<file path="src/rtl/apb_param_completer.sv">
// APB3/APB4 completer: NUM_REGS-word register file, fixed wait states plus s_wait stall, pslverr on out-of-range.
// Define APB_PSTRB_EN to add the APB4 pstrb byte-strobe input.
module apb_param_completer #(
    parameter int unsigned       DATA_W      = 32,
    parameter int unsigned       ADDR_W      = 8,
    parameter int unsigned       NUM_REGS    = 16,
    parameter int unsigned       WAIT_STATES = 0,
    parameter logic [DATA_W-1:0] RESET_VAL   = '0
) (
    input  logic              clk,
    input  logic              rst,
    input  logic              psel,
    input  logic              penable,
    input  logic              pwrite,
    input  logic [ADDR_W-1:0] paddr,
    input  logic [DATA_W-1:0] pwdata,
`ifdef APB_PSTRB_EN
    input  logic [DATA_W/8-1:0] pstrb,
`endif
    input  logic              s_wait,
    output logic [DATA_W-1:0] prdata,
    output logic              pready,
    output logic              pslverr
);

    localparam int unsigned STRB_W   = DATA_W / 8;
    localparam int unsigned ADDR_LSB = $clog2(STRB_W);
    localparam int unsigned IDX_W    = (NUM_REGS > 1) ? $clog2(NUM_REGS) : 1;
    localparam int unsigned CNT_W    = 4;

    typedef enum logic [1:0] {
        ST_IDLE,
        ST_WAIT,
        ST_RESP
    } state_t;

    state_t              state, state_n;
    logic [CNT_W-1:0]    cnt, cnt_n;
    logic [ADDR_W-1:0]   lat_addr, lat_addr_n;
    logic                lat_write, lat_write_n;
    logic [DATA_W-1:0]   lat_wdata, lat_wdata_n;
    logic [STRB_W-1:0]   lat_strb, lat_strb_n;
    logic [STRB_W-1:0]   strb_in;
    logic                pready_n, pslverr_n;
    logic [DATA_W-1:0]   prdata_n;
    logic                resp_load;
    logic                wr_en;
    logic [ADDR_W-1:0]   acc_addr;
    logic                acc_write;
    logic                acc_ok;
    logic                lat_ok;
    logic [DATA_W-1:0]   regs [NUM_REGS];

`ifdef APB_PSTRB_EN
    assign strb_in = pstrb;
`else
    assign strb_in = '1;
`endif

    function automatic logic in_range(input logic [ADDR_W-1:0] a);
        return (ADDR_W+1)'(a >> ADDR_LSB) < (ADDR_W+1)'(NUM_REGS);
    endfunction

    function automatic logic [IDX_W-1:0] idx_of(input logic [ADDR_W-1:0] a);
        return IDX_W'(a >> ADDR_LSB);
    endfunction

    // The zero-wait path enters RESP straight from IDLE, so the response is
    // built from the live bus rather than the values being latched.
    assign acc_addr  = (state == ST_IDLE) ? paddr  : lat_addr;
    assign acc_write = (state == ST_IDLE) ? pwrite : lat_write;
    assign acc_ok    = in_range(acc_addr);
    assign lat_ok    = in_range(lat_addr);

    always_comb begin
        state_n     = state;
        cnt_n       = cnt;
        lat_addr_n  = lat_addr;
        lat_write_n = lat_write;
        lat_wdata_n = lat_wdata;
        lat_strb_n  = lat_strb;
        pready_n    = 1'b0;
        pslverr_n   = 1'b0;
        prdata_n    = prdata;
        resp_load   = 1'b0;
        wr_en       = 1'b0;

        case (state)
            ST_IDLE: begin
                if (psel && !penable) begin
                    lat_addr_n  = paddr;
                    lat_write_n = pwrite;
                    lat_wdata_n = pwdata;
                    lat_strb_n  = strb_in;
                    if (WAIT_STATES == 0 && !s_wait) begin
                        state_n   = ST_RESP;
                        resp_load = 1'b1;
                    end else begin
                        cnt_n   = CNT_W'(WAIT_STATES);
                        state_n = ST_WAIT;
                    end
                end
            end
            ST_WAIT: begin
                if (!psel) begin
                    state_n = ST_IDLE;
                end else begin
                    if (cnt != '0) cnt_n = cnt - 1'b1;
                    if (cnt <= CNT_W'(1) && !s_wait) begin
                        state_n   = ST_RESP;
                        resp_load = 1'b1;
                    end
                end
            end
            ST_RESP: begin
                state_n = ST_IDLE;
                if (psel && penable && lat_write && lat_ok) wr_en = 1'b1;
            end
            default: state_n = ST_IDLE;
        endcase

        if (resp_load) begin
            pready_n  = 1'b1;
            pslverr_n = !acc_ok;
            prdata_n  = (!acc_write && acc_ok) ? regs[idx_of(acc_addr)] : '0;
        end
    end

    always_ff @(posedge clk) begin
        if (rst) begin
            state     <= ST_IDLE;
            cnt       <= '0;
            lat_addr  <= '0;
            lat_write <= 1'b0;
            lat_wdata <= '0;
            lat_strb  <= '0;
            pready    <= 1'b0;
            pslverr   <= 1'b0;
            prdata    <= '0;
        end else begin
            state     <= state_n;
            cnt       <= cnt_n;
            lat_addr  <= lat_addr_n;
            lat_write <= lat_write_n;
            lat_wdata <= lat_wdata_n;
            lat_strb  <= lat_strb_n;
            pready    <= pready_n;
            pslverr   <= pslverr_n;
            prdata    <= prdata_n;
        end
    end

    always_ff @(posedge clk) begin
        if (rst) begin
            for (int unsigned i = 0; i < NUM_REGS; i++) regs[i] <= RESET_VAL;
        end else if (wr_en) begin
            for (int unsigned b = 0; b < STRB_W; b++) begin
                if (lat_strb[b]) regs[idx_of(lat_addr)][8*b +: 8] <= lat_wdata[8*b +: 8];
            end
        end
    end

endmodule

</file>
<file path="config.mk">
export PLATFORM = sky130hd
export DESIGN_NAME = apb_param_completer
export DESIGN_NICKNAME = d
export VERILOG_FILES = /design/src/rtl/apb_param_completer.sv
export SDC_FILE = /design/constraint.sdc
export NUM_CORES = 1
export LEC_CHECK = 0
export ABC_AREA = 1
export BUFFER_PORTS_ARGS = -buffer_cell sky130_fd_sc_hd__buf_2
export CAP_MARGIN = 25
export CORE_ASPECT_RATIO = 1.2
export CORE_UTILIZATION = 39
export DETAILED_ROUTE_END_ITERATION = 10
export SLEW_MARGIN = 10
export SYNTH_ARGS = -nofsm -noshare
export SYNTH_HDL_FRONTEND = slang
export SYNTH_SLANG_ARGS = --single-unit
</file>
<file path="constraint.sdc">
create_clock -name clk -period 2.6 [get_ports clk]
set_clock_uncertainty 0.2 [all_clocks]
set_input_delay 0.39 -clock clk [delete_from_list [all_inputs] [get_ports clk]]
set_output_delay 0.39 -clock clk [all_outputs]
set_load 0.1 [all_outputs]
</file>
==> results.yml <==
final_layout:
  stdcell_area_sq_um: 30500
  fin_nets: 2789
  layout-drive-gt1-share_pct: 13.0
  regArea_sq_um: 17000
  n_antenna_cell: 0
  syn2layout_area_growth_pct: 18.8
  multi_input_area_sq_um: 7660
  fin_util_pct: 47.1
  fillers: 6042
critical_path:
  worst_setup_path_end_kind: "flip-flop"
  arrival_ns: 2.72
  critPathKind: "flip-flop to flip-flop"
  crit_required_ns: 2.74
  rrSetupSlack_ns: 0.02
  worstSetupStartpointType: "flip-flop"
  cp_max_fo: 9
synthesis:
  synthCells: 2623
  synth.net_count: 2672
  ys.flop_type: "edfxtp_1"
  synth-xor-area-share_pct: 0.0341
  synth.top_cells.by_area: "edfxtp_1 60%, nand3_1 10%, nand2_1 8.2%"
  synth_cell_types: 29
  synth_edf_count: 512
  syn_area_sq_um: 25700
  synth_top_area_cell: "edfxtp_1"
  synth_seq_area_share_pct: 66.1
  synth_compound_area_share_pct: 2.36
  netlist.area_leader.share_pct: 59.8
  yosys.area_share.simple_pct: 26.6
  synth_warnings: 0
  synthMuxAreaShare_pct: 0
  synthArstFlopShare_pct: 0
  synth_commonest_cells: "562 x nand2_1, 537 x nor2_1, 518 x nand3_1"
  ys_ff_latch: 592
  synthAdderAreaFrac_pct: 0.146
  synth_top_family_by_area: "simple AND/OR/NAND/NOR gates"
  avgSynthCellArea_sq_um: 9.80
  synth_most_common_cell: "nand2_1"
sta:
  drv_slew: 0
  clock.fmax_ghz: 0.387
  grt_setup_unrepaired: "true"
  finalWorstSetupSlack_ns: 0.0166
  min_period_ns: 2.58
  holdWs_ns: 0.00387
  report.final.hold_viol_count: 0
  slew_headroom_pct: 43.5
  setup_viol: 0
  finalCritPeriodShare_pct: 99.4
  tightest_slew_ns: 0.842
hold_path:
  hold_path.class: "primary input to flip-flop"
grt:
  overflow: 0
  grt_pass1_wl_mm: 117
  antenna_found_initial: 1
  grt_max_degree: 57
  grt_pass1_vias: 19100
  track_usage_pct: 23.3
drt:
  dr_total_vias: 19700
  drc: 0
  wire_per_inst_um: 21.9
  vias_per_cell: 5.45
  drtIter0Drc: 2215
  antenna_left: 0
  wl_mm: 79.5
  drt-pass1-iter-count: 6
placed_design:
  gp_congestion: 0.861
  pre_cts_ws_ns: -0.183
  dpl.hpwl_mm: 48.3
  io_buffers: 77
  placed_area_sq_um: 28000
power_and_ir_drop:
  power_mw: 22.0
  pwr_density_cell_nw_per_um2: 720
  leakage_nw: 11.2
  vdd_drop_max_uv: 560
clocking:
  clk_pin_slew_ns: 0.06
  clock-sinks: 592
  cts_buffers: 58
  cts_root_buf: "clkbuf_16"
  clockBufferDepth: 3
  clk_latency_ns: 0.64
  tritoncts: "yes"
  cts_max_level: 2
flow_run:
  drv_cap: 0
floorplan:
  initial_utilization_pct: 39.6
  ios: 80
  die_h_um: 283
  die-area_sq_um: 66900
  design.core.area_sq_um: 64800
  rows: 102
  dieWidth_um: 236
outcome:
  status: "finished, final reports clean"
final cells by class:
class	count	area share, %
Sequential cell	592	55.6
Multi-Input combinational cell	1755	25.1
Timing Repair Buffer	265	8.52
Clock buffer	88	5.69
Tap cell	832	3.41
Clock inverter	22	0.844
Inverter	68	0.836
routing by layer:
layer / global-route usage [%] / wire length (um) / vias to the layer above
met5: 0 / 0 / -
li1: - / - / 9095
met4: 9.81 / 3120 / 0
met1: 29.7 / 31300 / 9641
met2: 39.9 / 39300 / 877
met3: 2.57 / 5760 / 135
report_power, final:
| group | leakage [nW] | internal, mW | switching, mW |
|---|---|---|---|
| logic | 4.28 | 0.783 | 1.73 |
| clock network | 0.984 | 5.10 | 3.66 |
| registers | 5.94 | 10.6 | 0.0994 |
state kept, by name, summed over array words and instances (netlist names):
signal,cells
cnt,4
lat_addr,6
lat_strb,1
lat_wdata,32
lat_write,1
prdata,32
pready,1
pslverr,1
regs,512
state,2
worst paths after layout:
| check | start | endpoint | cells past startpoint |
|---|---|---|---|
| worst max-delay path | lat_addr[7]$_SDFFE_PP0P_ | regs[4][13]$_SDFFCE_PN0P_ | 10 |
| worst min-delay path | pwdata[29] | lat_wdata[29]$_SDFFE_PP0P_ | 3 |
| worst max register to register | lat_addr[7]$_SDFFE_PP0P_ | regs[4][13]$_SDFFCE_PN0P_ | 10 |
| worst min register to register | lat_wdata[13]$_SDFFE_PP0P_ | lat_wdata[13]$_SDFFE_PP0P_ | 2 |
critical path, stage by stage, from the launching register on:
cell	delay, ns
dfxtp_1	0.31
or2_0	0.26
nor4_2	0.33
buf_4	0.18
nand3_1	0.06
buf_4	0.17
nor3_4	0.14
buf_6	0.15
nand2_2	0.08
nand2_4	0.18
clkbuf_16	0.23
cells by family after synthesis:
logic type	count (synthesis)
AND/OR/NAND/NOR	1633
flip-flops	592
buffers and inverters	277
AO/OA/AOI/OAI	117
adder cells (fa/ha/maj)	3
XOR/XNOR	1
metrics by stage:
stage	setup TNS, ns	instances
2_1_floorplan	-22.94	2623
3_3_place_gp	-127.18	3471
3_5_place_dp	-119.82	3471
4_1_cts	0	3618
5_1_grt	-0.204	3622
6_report	0	3622
cells in the final DEF (no fill, tap or decap), drive strengths merged:
cell,count
buf,225
clkinv,48
nor2,538
nand2,568
a21oi,70
bufinv,5
a211oi,4
dlygate4sd3,37
nand4,1
xor2,1
inv,36
or2,1
nand3,518
a22oi,1
dfxtp,80
nor3,7
clkbuf,91
clkinvlp,1
nor4,1
o21ai,42
ha,3
edfxtp,512
timing repair:
| action | 4_1_cts | 5_1_grt |
|---|---|---|
| pin swaps | 1 | 1 |
| gates resized for setup | 3 | 9 |
| hold buffers | 37 | 0 |
| gates cloned | 0 | 4 |
| setup endpoints to repair | 986 | 39 |
| buffers inserted | 0 | 0 |
| endpoints found under the hold margin | 40 | 0 |
Note: power is estimated with default switching activity, not from simulation.
